## src/rtl/arrow_track_engine_pkg.sv

```systemverilog
// rtl/arrow_track_engine_pkg.sv - shared codes, state encoding and track geometry
package arrow_track_engine_pkg;

  localparam int DEFAULT_NUM_SLOTS  = 26;
  localparam int DEFAULT_HIT_SLOT   = 23;
  localparam int DEFAULT_HOLD_TICKS = 8;
  localparam int DEFAULT_SCORE_W    = 16;

  typedef logic [2:0] arrow_code_t;
  typedef logic [1:0] indicator_t;

  localparam arrow_code_t ARROW_NONE  = 3'b000;
  localparam arrow_code_t ARROW_UP    = 3'b001;
  localparam arrow_code_t ARROW_LEFT  = 3'b010;
  localparam arrow_code_t ARROW_DOWN  = 3'b011;
  localparam arrow_code_t ARROW_RIGHT = 3'b100;
  localparam arrow_code_t ARROW_SHAKE = 3'b110;

  localparam indicator_t IND_NONE      = 2'b00;
  localparam indicator_t IND_BAD       = 2'b01;
  localparam indicator_t IND_GOOD      = 2'b10;
  localparam indicator_t IND_EXCELLENT = 2'b11;

  localparam logic [1:0] ST_IDLE  = 2'd0;
  localparam logic [1:0] ST_RUN   = 2'd1;
  localparam logic [1:0] ST_DRAIN = 2'd2;
  localparam logic [1:0] ST_DONE  = 2'd3;

endpackage

```

## src/rtl/arrow_track_engine_player_judge.sv

```systemverilog
// rtl/arrow_track_engine_player_judge.sv - per-player hit mask, judgement, indicator and score
module player_judge
  import arrow_track_engine_pkg::*;
#(
  parameter int NUM_SLOTS  = DEFAULT_NUM_SLOTS,
  parameter int HIT_SLOT   = DEFAULT_HIT_SLOT,
  parameter int HOLD_TICKS = DEFAULT_HOLD_TICKS,
  parameter int SCORE_W    = DEFAULT_SCORE_W
) (
  input  logic                   clock,
  input  logic                   resetn,
  input  logic                   clear,
  input  logic                   active,
  input  logic                   tick,
  input  logic                   shift_en,
  input  logic                   press,
  input  logic [2:0]             code,
  input  logic [3*NUM_SLOTS-1:0] track,
  output logic [1:0]             indicator,
  output logic [SCORE_W-1:0]     score
);

  localparam int HOLD_W = $clog2(HOLD_TICKS + 1);
  localparam logic [HOLD_W-1:0] HOLD_LOAD = HOLD_W'(HOLD_TICKS);

  logic [NUM_SLOTS-1:0] hit_mask;
  logic [NUM_SLOTS-1:0] shifted_mask;
  logic [NUM_SLOTS-1:0] set_mask;
  logic [HOLD_W-1:0]    hold_cnt;
  logic                 judge;
  logic                 miss;
  logic [1:0]           verdict;
  logic [1:0]           bonus;
  logic [SCORE_W:0]     score_sum;
  logic [SCORE_W-1:0]   score_next;

  assign judge = active & press;
  assign miss  = shift_en & (track[3*(NUM_SLOTS-1) +: 3] != ARROW_NONE) & ~hit_mask[NUM_SLOTS-1];

  // Candidates are checked against the pre-shift track; a hit found on a tick
  // cycle is recorded one slot further down so it follows its arrow.
  always_comb begin
    set_mask = '0;
    verdict  = IND_BAD;
    bonus    = 2'd0;
    if (judge && code != ARROW_NONE) begin
      if (track[3*HIT_SLOT +: 3] == code && !hit_mask[HIT_SLOT]) begin
        set_mask[HIT_SLOT] = 1'b1;
        verdict            = IND_EXCELLENT;
        bonus              = 2'd3;
      end else if (track[3*(HIT_SLOT-1) +: 3] == code && !hit_mask[HIT_SLOT-1]) begin
        set_mask[HIT_SLOT-1] = 1'b1;
        verdict              = IND_GOOD;
        bonus                = 2'd1;
      end else if (track[3*(HIT_SLOT+1) +: 3] == code && !hit_mask[HIT_SLOT+1]) begin
        set_mask[HIT_SLOT+1] = 1'b1;
        verdict              = IND_GOOD;
        bonus                = 2'd1;
      end
    end
    shifted_mask = hit_mask;
    if (shift_en) begin
      shifted_mask = {hit_mask[NUM_SLOTS-2:0], 1'b0};
      set_mask     = set_mask << 1;
    end
    score_sum  = {1'b0, score} + {{(SCORE_W-1){1'b0}}, bonus};
    score_next = score_sum[SCORE_W] ? {SCORE_W{1'b1}} : score_sum[SCORE_W-1:0];
  end

  always_ff @(posedge clock or negedge resetn) begin
    if (!resetn) begin
      hit_mask  <= '0;
      hold_cnt  <= '0;
      indicator <= IND_NONE;
      score     <= '0;
    end else if (clear) begin
      hit_mask  <= '0;
      hold_cnt  <= '0;
      indicator <= IND_NONE;
      score     <= '0;
    end else begin
      hit_mask <= shifted_mask | set_mask;
      if (judge) begin
        indicator <= verdict;
        hold_cnt  <= HOLD_LOAD;
        score     <= score_next;
      end else if (miss) begin
        indicator <= IND_BAD;
        hold_cnt  <= HOLD_LOAD;
      end else if (tick && hold_cnt != '0) begin
        hold_cnt <= hold_cnt - HOLD_W'(1);
        if (hold_cnt == HOLD_W'(1)) indicator <= IND_NONE;
      end
    end
  end

endmodule

```

## src/rtl/arrow_track_engine.sv

```systemverilog
// rtl/arrow_track_engine.sv - scrolling arrow track, song FSM and two player judges
module arrow_track_engine
  import arrow_track_engine_pkg::*;
#(
  parameter int NUM_SLOTS  = DEFAULT_NUM_SLOTS,
  parameter int HIT_SLOT   = DEFAULT_HIT_SLOT,
  parameter int HOLD_TICKS = DEFAULT_HOLD_TICKS,
  parameter int SCORE_W    = DEFAULT_SCORE_W
) (
  input  logic                   clock,
  input  logic                   resetn,
  input  logic                   tick,
  input  logic                   start,
  input  logic [2:0]             feed_code,
  input  logic                   feed_valid,
  input  logic                   feed_last,
  output logic                   feed_ready,
  input  logic                   p1_press,
  input  logic [2:0]             p1_code,
  input  logic                   p2_press,
  input  logic [2:0]             p2_code,
  output logic [3*NUM_SLOTS-1:0] arrow_array,
  output logic [1:0]             p1_indicator,
  output logic [1:0]             p2_indicator,
  output logic [SCORE_W-1:0]     p1_score,
  output logic [SCORE_W-1:0]     p2_score,
  output logic                   busy
);

  localparam int CNT_W = $clog2(NUM_SLOTS + 1);

  logic [1:0]       state;
  logic [CNT_W-1:0] drain_cnt;
  logic             active;
  logic             clear;
  logic             shift_en;
  logic             xfer;
  logic [2:0]       insert_code;

  assign active      = (state == ST_RUN) | (state == ST_DRAIN);
  assign clear       = start & ((state == ST_IDLE) | (state == ST_DONE));
  assign shift_en    = tick & active;
  assign feed_ready  = tick & (state == ST_RUN);
  assign xfer        = feed_ready & feed_valid;
  assign insert_code = xfer ? feed_code : ARROW_NONE;
  assign busy        = active;

  always_ff @(posedge clock or negedge resetn) begin
    if (!resetn) begin
      state       <= ST_IDLE;
      drain_cnt   <= '0;
      arrow_array <= '0;
    end else begin
      case (state)
        ST_IDLE, ST_DONE: if (start) state <= ST_RUN;
        ST_RUN: if (xfer && feed_last) begin
          state     <= ST_DRAIN;
          drain_cnt <= CNT_W'(NUM_SLOTS);
        end
        ST_DRAIN: if (tick) begin
          drain_cnt <= drain_cnt - CNT_W'(1);
          if (drain_cnt == CNT_W'(1)) state <= ST_DONE;
        end
        default: state <= ST_IDLE;
      endcase
      if (clear) arrow_array <= '0;
      else if (shift_en) arrow_array <= {arrow_array[3*NUM_SLOTS-4:0], insert_code};
    end
  end

  player_judge #(
    .NUM_SLOTS(NUM_SLOTS), .HIT_SLOT(HIT_SLOT), .HOLD_TICKS(HOLD_TICKS), .SCORE_W(SCORE_W)
  ) u_p1_judge (
    .clock(clock), .resetn(resetn), .clear(clear), .active(active), .tick(tick),
    .shift_en(shift_en), .press(p1_press), .code(p1_code), .track(arrow_array),
    .indicator(p1_indicator), .score(p1_score)
  );

  player_judge #(
    .NUM_SLOTS(NUM_SLOTS), .HIT_SLOT(HIT_SLOT), .HOLD_TICKS(HOLD_TICKS), .SCORE_W(SCORE_W)
  ) u_p2_judge (
    .clock(clock), .resetn(resetn), .clear(clear), .active(active), .tick(tick),
    .shift_en(shift_en), .press(p2_press), .code(p2_code), .track(arrow_array),
    .indicator(p2_indicator), .score(p2_score)
  );

endmodule

```

## config.mk

```make
export PLATFORM = sky130hd
export DESIGN_NAME = arrow_track_engine
export DESIGN_NICKNAME = d
export VERILOG_FILES = /design/src/rtl/arrow_track_engine_pkg.sv /design/src/rtl/arrow_track_engine_player_judge.sv /design/src/rtl/arrow_track_engine.sv
export SDC_FILE = /design/constraint.sdc
export NUM_CORES = 1
export LEC_CHECK = 0
export BUFFER_PORTS_ARGS = -buffer_cell sky130_fd_sc_hd__buf_4
export CORE_MARGIN = 3
export CORE_UTILIZATION = 45
export CTS_CLUSTER_DIAMETER = 120
export CTS_CLUSTER_SIZE = 12
export DETAILED_ROUTE_END_ITERATION = 16
export PLACE_DENSITY = 0.78
export SETUP_SLACK_MARGIN = 0.15
export SLEW_MARGIN = 15
export SYNTH_ARGS = -nofsm -noshare
export SYNTH_HDL_FRONTEND = slang
export SYNTH_HIERARCHICAL = 1
export SYNTH_SLANG_ARGS = --single-unit
export TNS_END_PERCENT = 10
```

## constraint.sdc

```tcl
create_clock -name clock -period 8.95 [get_ports clock]
set_input_delay 0.4475 -clock clock [delete_from_list [all_inputs] [get_ports clock]]
set_output_delay 0.4475 -clock clock [all_outputs]
set_load 0.02 [all_outputs]
```

After elaboration in Yosys (flattened, before gate mapping):

Cells that the tools add are included.

* register bits: 181
* bits in latches: 0
* bits in writable memories: 0
* ROM bits: 0
* bits of input ports: 17
* output and inout bits: 116
* logic and storage cells: 154
* memories: 0

* $add $sub $neg: 5
* multiply operators: 0
* divide/modulo/power cells: 0
* order comparisons: 0
* eq/ne operators: 16
* shifts and indexed selects: 0
* mux-type cells: 71
* bitwise gates (word level): 15
* reductions and logical operators: 36

Operators with widths (number)
* $mux 26: 6
* $mux 78: 2
* $mux 16: 6
* $mux 2: 28
* $or 26x26->26: 2
* $add 16x2->17: 2
* $mux 4: 8
* $reduce_bool 4->1: 6
* $eq 3x3->1: 6
* $mux 1: 14
* $logic_and 1x1->1: 11
* $mux 5: 2
* $pmux 5 s2: 1
* $and 1x1->1: 9
* $mux 3: 3
* $reduce_bool 3->1: 3
* $eq 4x1->1 const B: 2
* $reduce_bool 2->1: 4
* $sub 4x1->4 const B: 2
* $logic_not 1->1: 6
* $pmux 2 s3: 1
* $eq 5x1->1 const B: 1
* $sub 5x1->5 const B: 1
* $eq 2x2->1 const B: 2
* other kinds (10): 15

Longest topological paths before layout:

Gate-level depths: netlist (run 1).

* depth after elaboration: 10
* mapped depth: 15
* depth with buffers taken out: 14

By module:

Netlist (run 1), hierarchy kept.

By module, submodules not included
* arrow_track_engine: times used 1, cells an instance 226, area an instance 3213.1 µm², sequential area each 2127.0 µm²
* player_judge (u_p1_judge): times used 1, cells an instance 243, area an instance 2572.5 µm², sequential area each 1176.1 µm²
* player_judge (u_p2_judge): times used 1, cells an instance 243, area an instance 2568.7 µm², sequential area each 1176.1 µm²

Worst setup path before layout (run 1):

Ideal clock, no wire load.

* path type: register -> register
* start point: register state[0]
* end point: register u_p2_judge.score[10]
* setup time: 0.088 ns
* data arrival time: 3.324 ns
* required time: 8.862 ns
* slack: 5.538 ns
* stages on the path, launching flop included: 16
* path buffers: 1
* period minus slack after synthesis: 3.412 ns
* path through: dfrtp_1 inv_1 ha_1 inv_1 o311a_1 nor4b_2 nand2_1 nand2_1 ha_1 inv_1 fa_1 nand3b_1 nor2_1 nand3_4 buf_6 a211oi_2

* word-level cells in the longest chain between the ends: 9
* elaborated cells between the ends (all ways): 15
* classes of those cells: add/sub (1); eq/ne (3); mux (4); bitwise (4); reduce/logical (3)

RTL lines
* from (decl): line arrow_track_engine.sv:32 `logic [1:0] state;`
* from (signal assigned): line arrow_track_engine.sv:50 `state <= ST_IDLE;`
* from (signal assigned): line arrow_track_engine.sv:55 `ST_IDLE, ST_DONE: if (start) state <= ST_RUN;`
* from (signal assigned): line arrow_track_engine.sv:57 `state <= ST_DRAIN;`
* $eq 2x1->1 / $eq 2x2->1 (equally long branches): line arrow_track_engine.sv:40 `assign active = (state == ST_RUN) | (state == ST_DRAIN);`
* $or 1x1->1 *: line arrow_track_engine.sv:40
* net busy: line arrow_track_engine.sv:27 `output logic busy`
* $and 1x1->1 *: line arrow_track_engine_player_judge.sv:37 `assign judge = active & press;`
* $logic_and 1x1->1: line arrow_track_engine_player_judge.sv:46 `if (judge && code != ARROW_NONE) begin`
* $mux 2: line arrow_track_engine_player_judge.sv:46
* $add 16x2->17: line arrow_track_engine_player_judge.sv:66 `score_sum = {1'b0, score} + {{(SCORE_W-1){1'b0}}, bonus};`
* $mux 16: line arrow_track_engine_player_judge.sv:67 `score_next = score_sum[SCORE_W] ? {SCORE_W{1'b1}} : score_sum[SCORE_W-1:0];`
* $mux 16: line arrow_track_engine_player_judge.sv:83 `if (judge) begin`
* $mux 16: line arrow_track_engine_player_judge.sv:76 `end else if (clear) begin`
* to (signal assigned): line arrow_track_engine_player_judge.sv:86 `score <= score_next;`
* to (decl): line arrow_track_engine_player_judge.sv:20 `output logic [SCORE_W-1:0] score`

Mark *: on every way through the listed nets, which the timed path passes. The rest lies on a longest branch. The select of a mux whose other input is x is not followed.
A chain may end at the register's enable or synchronous reset.

Worst setup path after layout (run 1):

* start point: register state[0]
* end point: register u_p2_judge.score[1]

* word-level cells in the longest chain between the ends: 9
* elaborated cells between the ends (all ways): 15
* classes of those cells: add/sub (1); eq/ne (3); mux (4); bitwise (4); reduce/logical (3)

RTL lines (line)
* $eq 2x1->1 / $eq 2x2->1 (equally long branches): arrow_track_engine.sv:40
* $or 1x1->1: arrow_track_engine.sv:40
* $and 1x1->1: arrow_track_engine_player_judge.sv:37
* $logic_and 1x1->1: arrow_track_engine_player_judge.sv:46
* $mux 2: arrow_track_engine_player_judge.sv:46
* $add 16x2->17: arrow_track_engine_player_judge.sv:66
* $mux 16: arrow_track_engine_player_judge.sv:67
* $mux 16: arrow_track_engine_player_judge.sv:83
* $mux 16: arrow_track_engine_player_judge.sv:76

Several ways; a longest one is shown, not always the timed one. The select of a mux whose other input is x is not followed.

==> results.tsv, run 1 <==
stage	metric	value	unit
placement	gp_congestion	0.799	
die	ios	133	
timing	fmax	259	MHz
logic_synthesis	synth_ff_type	dfrtp_1	
final_layout	layout.nets	860	
timing	fin_worst_skew	0.00905	ns
logic_synthesis	synth_top_family_by_area	compound AO/OA/AOI/OAI gates	
logic_synthesis	synth_edf_count	0	
pwr	pwr-share-clk	28.8	%
logic_synthesis	synth.avg_cell_area	11.7	um2
global_route	grt_pass1_vias	5999	
pwr	intPower	1600	uW
cts	cts_hold_buf	0	
worst_setup_path	critPathKind	flop to flop	
placement	dpl.hpwl	12600	um
global_route	grt-ovfl-total	0	
worst_setup_path	startpoint_type	flop	
die	start_util	46.2	%
placement	portBuffers	132	
pwr	power_switching	977	uW
flow_run	max-cap-violations	0	
detailed_routing	wl_per_cell	17.4	um
timing	slew_headroom	34.9	%
pwr	power_density	257	mW/mm2
global_route	grt_max_degree	110	
worst_setup_path	crit_chain	inv_1 > ha_1 > inv_1 > o311a_1 > nor4b_2 > nand2_1 > nand2_1 > ha_1 > inv_1 > fa_1 > nand3b_1 > nor2_1 > nand3_4 > a311oi_1	
cts	clockRootBuffer	clkbuf_16	
logic_synthesis	async_flop_share	100	%
cts	cts.clk_slew.worst_paths	0.07	ns
timing	post-route-period-util	43.2	%
logic_synthesis	synth_cell_types	60	
logic_synthesis	syn_nets	745	
die	rows	49	
timing	setup_violations	0	
outcome	status	finished, final reports clean	
cts	clock_path_buffers	2	
worst_setup_path	critPathMaxStageDelay	0.40	ns
detailed_routing	drcViolationCount	0	
min_path	min_path_type	input port to async pin	
final_layout	layout-drive-gt1-share	25.7	%
pwr	comb_power_share	34.1	%
detailed_routing	vias	6050	
detailed_routing	antenna_left	0	
logic_synthesis	synth-simple-area-share	13.1	%
cts	cts.sinks	179	
die	die_w	142	um
die	dieArea	0.0202	mm2
timing	hold_slack	0.113	ns
cts	tritoncts	built	
timing	drv_slew	0	
cts	htree_levels	4	
global_route	grt_pass1_wl	31300	um
detailed_routing	vias_per_cell	5.66	
die	core	0.0181	mm2
logic_synthesis	synth_compound_area_share	18.1	%
global_route	grt_usage	19.0	%
pwr	seqPwrFrac	37.1	%
timing	fin_crit	3.86	ns
cts	numCtsBuffers	17	
worst_setup_path	required	9.27	ns
timing	rsz0062_at_grt	false	
final_layout	diodes	0	
cts	clk_latency	0.43	ns
worst_setup_path	crit_path_frequent_cell	inv_1	
timing	fin_tns_setup	0	ns
pwr	ir_drop	0.196	mV
logic_synthesis	synthMuxAreaShare	6.38	%
final_layout	final_common_cell	dfrtp_1	
cts	cts_setup_buffers	0	
logic_synthesis	synth_adder_area_share	2.58	%
pwr	switching_share	37.9	%
final_layout	area_growth	20.2	%
logic_synthesis	synth_seq_cells	179	
placement	placed_area	0.00946	mm2
timing	hold_viol_final	0	
cts	cts_resized	0	
detailed_routing	drt_iter0_drc	418	
worst_setup_path	worstPathArrival	4.19	ns
logic_synthesis	syn_area	0.00835	mm2
final_layout	stdcell_count	1069	
global_route	antenna_found_initial	0	
logic_synthesis	synth_cells	712	
logic_synthesis	yosys_warnings	6	
final_layout	final_cell_mix	dfrtp_1, buf_4, nor2_1	
timing	worst_slew_pin_slew	0.976	ns
detailed_routing	drtPass1Iterations	4	
placement	dp_cells	1037	
worst_setup_path	cp_max_fo	13	
logic_synthesis	synth-seq-area-share	53.6	%
final_layout	postLayoutCellArea	0.0100	mm2
die	fp.dieH	142	um
logic_synthesis	synthXorXnorAreaFrac	2.31	%
detailed_routing	finalWirelength	18600	um
worst_setup_path	cp-end-kind	flop	
worst_setup_path	cp_slowest_cell	fa_1	
pwr	leakagePower	0.00480	uW
[worst paths after layout]
path / startpoint / depth (start not counted) / slack [ns] / endpoint
worst min register to register: u_p2_judge/hit_mask[11] / 2 / 0.52 / u_p2_judge/hit_mask[11]
worst max register to register: state[0] / 14 / 5.09 / u_p2_judge/score[1]
min in group clock: feed_code[2] / 2 / 0.24 / arrow_array[2]
max in group asynchronous: resetn / 2 / 7.35 / u_p1_judge/hit_mask[23]
worst max-delay path: state[0] / 14 / 5.09 / u_p2_judge/score[1]
worst min-delay path: resetn / 1 / 0.11 / arrow_array[36]
[through the flow]
step	util [%]	power, uW	setup WS, ns
6_report	55.5	2580	5.09
5_1_grt	55.5	2740	4.70
4_1_cts	55.5	2600	5.09
3_5_place_dp	52.3	1850	5.10
3_3_place_gp	52.3	1840	5.27
2_1_floorplan	-	1660	5.54
[cell usage after synthesis, types with 5 or more instances]
| master | count | share of area (%) |
|---|---|---|
| a211oi_1 | 13 | 1.2 |
| a211oi_2 | 21 | 3.1 |
| a21oi_1 | 19 | 1.1 |
| a22o_1 | 78 | 8.2 |
| a311oi_1 | 7 | 0.73 |
| a31oi_1 | 7 | 0.52 |
| and3_1 | 8 | 0.60 |
| buf_1 | 5 | 0.22 |
| buf_2 | 19 | 1.1 |
| clkbuf_1 | 10 | 0.45 |
| dfrtp_1 | 179 | 54 |
| ha_1 | 14 | 2.1 |
| inv_1 | 28 | 1.3 |
| mux2i_1 | 51 | 6.1 |
| nand2_1 | 22 | 0.99 |
| nand2b_1 | 5 | 0.37 |
| nand3_1 | 5 | 0.30 |
| nand3b_1 | 6 | 0.54 |
| nor2_1 | 86 | 3.9 |
| nor3_1 | 13 | 0.78 |
| nor4_2 | 6 | 0.90 |
| o21ai_0 | 9 | 0.54 |
| xor2_1 | 18 | 1.9 |
[cell families after synthesis]
kind of cell	Yosys count
flops	179
compound gates	178
mux	53
buf+inv	70
fa+ha+maj	16
simple gates	194
xor+xnor	22
[metal layers]
layer  GRT usage (%)  vias to the layer above  wire length [um]
li1                -                     2841                 -
met2            29.4                      129              8810
met1            26.6                     3051              8470
met5               0                        -                 0
met3            3.97                       29               822
met4            7.02                        0               466
[critical path: cells and delay by family, from the launching register on]
family / cells / cell delay [ns]
compound gates: 2 / 0.58
simple gates: 6 / 1.47
flops: 1 / 0.37
fa+ha+maj: 3 / 0.92
buf+inv: 3 / 0.42
[state kept, by name, indices dropped and copies added (netlist names), 4 cells and up]
signal	count
u_p1_judge/hold_cnt	4
u_p2_judge/hit_mask	25
u_p2_judge/score	16
u_p1_judge/hit_mask	25
u_p2_judge/hold_cnt	4
u_p1_judge/score	16
arrow_array	78
drain_cnt	5
[area by class of cell]
| type | instances | area [um2] |
|---|---|---|
| fillers | 1497 | 8050 |
| clock buffers | 20 | 437 |
| inverters | 29 | 109 |
| flip-flops and latches | 179 | 4480 |
| repair buffers | 137 | 1030 |
| clock inverters | 12 | 144 |
| well taps | 229 | 287 |
| multi-input cells | 463 | 3550 |
[power by group through the flow]
stage                     registers [uW]  logic, uW  clock network (uW)
after floorplan                      988        670                   0
after global placement               968        869                   0
after detailed placement             970        884                   0
after CTS                            956        886                 761
after global routing                 966        973                 799
final                                958        879                 743
Note: power is estimated with default switching activity, not from simulation.
==> run 2: changes to the inputs <==
--- a/config.mk
+++ b/config.mk
@@ -5,13 +5,14 @@
 export SDC_FILE = /design/constraint.sdc
 export NUM_CORES = 1
 export LEC_CHECK = 0
+export ABC_AREA = 1
 export BUFFER_PORTS_ARGS = -buffer_cell sky130_fd_sc_hd__buf_4
 export CORE_MARGIN = 3
 export CORE_UTILIZATION = 45
 export CTS_CLUSTER_DIAMETER = 120
 export CTS_CLUSTER_SIZE = 12
 export DETAILED_ROUTE_END_ITERATION = 16
-export PLACE_DENSITY = 0.78
+export PLACE_DENSITY = 0.77
 export SETUP_SLACK_MARGIN = 0.15
 export SLEW_MARGIN = 15
 export SYNTH_ARGS = -nofsm -noshare
==> constraint.sdc (replaced) <==
create_clock -name clock -period 4 [get_ports clock]
set_input_delay 0.2 -clock clock [delete_from_list [all_inputs] [get_ports clock]]
set_output_delay 0.2 -clock clock [all_outputs]
set_load 0.02 [all_outputs]
==> run 2 against run 1 <==
Effect of this change:
- worst setup slack worse by 4.2 ns
- critical path depth grew 3
- hold slack got worse by 0.085 ns
- sequential share of layout area fell by 2.5 points
- critical path type unchanged
- largest power group unchanged
- highest routed layer unchanged
==> results.tsv, run 2 <==
stage	metric	value	unit	change
logic_synthesis	syn_nets	1073		was 745
placement	portBuffers	132		unchanged
timing	worst_slew_pin_slew	1.16	ns	was 0.976 ns
global_route	grt_max_degree	100		was 110
final_layout	area_growth	20.2	%	about the same
logic_synthesis	synth-seq-area-share	50.7	%	was 53.6%
die	die_w	146	um	was 142 um
detailed_routing	vias	7244		was 6050
outcome	status	finished, final reports clean		unchanged
final_layout	diodes	0		unchanged
global_route	grt_usage	19.4	%	was 19.0%
cts	cts_resized	0		unchanged
timing	drv_slew	0		unchanged
final_layout	layout-drive-gt1-share	20.4	%	was 25.7%
final_layout	largest-register	arrow_array		unchanged
placement	dpl_worst_slack	0.947	ns	was 5.10 ns
final_layout	postLayoutCellArea	0.0106	mm2	was 0.0100 mm2
timing	fin_crit	3.10	ns	was 3.86 ns
die	start_util	46.5	%	was 46.2%
global_route	grt-ovfl-total	0		unchanged
timing	hold_slack	0.0273	ns	was 0.113 ns
worst_setup_path	required	4.36	ns	was 9.27 ns
logic_synthesis	yosys.cell_count.top_type	nand2_1		was dfrtp_1
worst_setup_path	startpoint_type	flop		unchanged
timing	post-route-period-util	77.5	%	was 43.2%
global_route	grt_pass1_wl	34400	um	was 31300 um
pwr	power.total	5720	uW	was 2580 uW
cts	htree_levels	4		unchanged
final_layout	final_cell_mix	nand2_1, inv_1, dfrtp_1		was dfrtp_1, buf_4, nor2_1
cts	clock_path_buffers	2		unchanged
timing	rsz0062_at_grt	false		unchanged
pwr	ir_drop	0.367	mV	was 0.196 mV
worst_setup_path	cp-end-kind	flop		unchanged
timing	fin_worst_skew	0.0120	ns	was 0.00905 ns
cts	cts.sinks	179		unchanged
logic_synthesis	synth_ff_type	dfrtp_1		unchanged
pwr	seqPwrFrac	36.6	%	was 37.1%
worst_setup_path	critPathKind	flop to flop		unchanged
logic_synthesis	synth.top_cell.area_share	50.7	%	was 53.6%
placement	placed_area	0.0100	mm2	was 0.00946 mm2
logic_synthesis	ys_top_cells_by_area	dfrtp_1, nand2_1, inv_1		was dfrtp_1, a22o_1, mux2i_1
pwr	power_density	538	mW/mm2	was 257 mW/mm2
pwr	intPower	3400	uW	was 1600 uW
cts	cts_hold_buf	1		was 0
logic_synthesis	synthTopCellsByCount	nand2_1, inv_1, dfrtp_1		was dfrtp_1, nor2_1, a22o_1
detailed_routing	finalWirelength	20300	um	was 18600 um
final_layout	nFillCells	1737		was 1497
timing	setup_violations	0		unchanged
placement	dpl.hpwl	14100	um	was 12600 um
detailed_routing	vias_per_cell	5.03		was 5.66
die	fp.dieH	146	um	was 142 um
final_layout	largest_reg_flops	78		unchanged
timing	slew_headroom	22.3	%	was 34.9%
die	rows	50		was 49
cts	clockRootBuffer	clkbuf_16		unchanged
logic_synthesis	yosys_warnings	6		unchanged
cts	cts_setup_buffers	0		unchanged
worst_setup_path	cp_max_fo	8		was 13
logic_synthesis	yosysTopAreaCell	dfrtp_1		unchanged
cts	numCtsBuffers	17		unchanged
global_route	grt_pass1_vias	7148		was 5999
timing	hold_viol_final	0		unchanged
die	dieArea	0.0214	mm2	was 0.0202 mm2
pwr	comb_power_share	33.9	%	was 34.1%
pwr	pwr-share-clk	29.5	%	was 28.8%
die	core	0.0190	mm2	was 0.0181 mm2
global_route	antenna_found_initial	0		unchanged
timing	layout_setup_ws	0.900	ns	was 5.09 ns
detailed_routing	drtPass1Iterations	5		was 4
detailed_routing	drt_iter0_drc	486		was 418
logic_synthesis	syn_area	0.00884	mm2	was 0.00835 mm2
final_layout	final_common_cell	nand2_1		was dfrtp_1
final_layout	largest_registers	arrow_array: 78 flops, u_p1_judge/hit_mask: 25 flops, u_p2_judge/hit_mask: 25 flops		unchanged
timing	fmax	323	MHz	was 259 MHz
min_path	min_path_type	input port to flop		was input port to async pin
logic_synthesis	synth.avg_cell_area	8.50	um2	was 11.7 um2
timing	fin_tns_setup	0	ns	unchanged
worst_setup_path	worstPathArrival	3.46	ns	was 4.19 ns
detailed_routing	antenna_left	0		unchanged
pwr	power_switching	2320	uW	was 977 uW
logic_synthesis	synth_cell_types	40		was 60
die	ios	133		unchanged
logic_synthesis	synth_seq_cells	179		unchanged
flow_run	max-cap-violations	0		unchanged
cts	tritoncts	built		unchanged
cts	clk_latency	0.43	ns	about the same
pwr	switching_share	40.5	%	was 37.9%
logic_synthesis	synth_cells	1040		was 712
detailed_routing	wl_per_cell	14.1	um	was 17.4 um
placement	gp_congestion	0.884		was 0.799
final_layout	layout.nets	1199		was 860
pwr	leakagePower	0.00532	uW	was 0.00480 uW
cts	cts.clk_slew.worst_paths	0.08	ns	was 0.07 ns
logic_synthesis	synth_edf_count	0		unchanged
logic_synthesis	async_flop_share	100	%	unchanged
detailed_routing	drcViolationCount	0		unchanged
[run 2: kinds of logic (layout without fill, tap and decap cells)]
logic type               Yosys count  after routing  share of synthesized area (%)
AND/OR/NAND/NOR                  412            412                           21.9
adder cells (fa/ha/maj)           16             16                           2.43
flip-flops                       179            179                           50.7
AO/OA/AOI/OAI                    175            175                           12.0
buffers and inverters            243            382                           11.4
XOR/XNOR                          15             15                           1.49
[run 2: power groups by stage]
stage / Sequential [uW] / Clock [uW] / Combinational, uW
final: 2090 / 1690 / 1940
after global routing: 2110 / 1810 / 2170
after CTS: 2090 / 1730 / 1940
after detailed placement: 2120 / 0 / 1930
after global placement: 2120 / 0 / 1900
after floorplan: 2180 / 0 / 1490
[run 2: critical path, cell delays in order (launching register included)]
cell      delay [ns]
dfrtp_1         0.37
inv_1           0.06
ha_1            0.36
inv_1           0.19
nand2_1         0.14
a21oi_2         0.23
inv_1           0.06
a31oi_1         0.17
ha_1            0.19
inv_1           0.05
fa_1            0.45
nor2_4          0.18
nand2_4         0.09
clkinv_2        0.08
nand3_4         0.11
nand3_1         0.11
nand2_1         0.05
o21ai_1         0.13
[run 2: final timing paths]
kind / from / to / slack, ns / depth (start not counted)
worst min-delay path: feed_code[2] / arrow_array[2] / 0.03 / 3
worst max register to register: state[0] / u_p2_judge/score[8] / 0.90 / 17
worst max-delay path: state[0] / u_p2_judge/score[8] / 0.90 / 17
max in group asynchronous: resetn / u_p2_judge/hit_mask[2] / 2.60 / 3
worst min register to register: drain_cnt[1] / drain_cnt[1] / 0.49 / 2
min in group asynchronous: resetn / drain_cnt[2] / 0.45 / 2
[run 2: area by class of cell]
cell class | count | area, um2 | area share [%]
clock inverter | 14 | 178 | 1.67
timing repair buffer | 137 | 1050 | 9.85
inverter | 213 | 808 | 7.61
multi-input combinational | 618 | 3350 | 31.5
tap | 260 | 325 | 3.06
clock buffer | 18 | 439 | 4.13
sequential | 179 | 4480 | 42.1
[run 2: layer usage]
layer / up-vias / wire [um] / GRT usage (%)
met2: 176 / 9750 / 32.1
met3: 36 / 1180 / 5.34
met1: 3452 / 8920 / 24.6
li1: 3580 / - / -
met5: - / 0 / 0
met4: 0 / 449 / 7.29
[run 2: metrics by stage]
| step | utilization, % | std cells |
|---|---|---|
| 4_1_cts | 55.9 | 1439 |
| 6_report | 55.9 | 1439 |
| 2_1_floorplan | - | 1040 |
| 3_3_place_gp | 52.6 | 1406 |
| 5_1_grt | 55.9 | 1439 |
| 3_5_place_dp | 52.6 | 1406 |
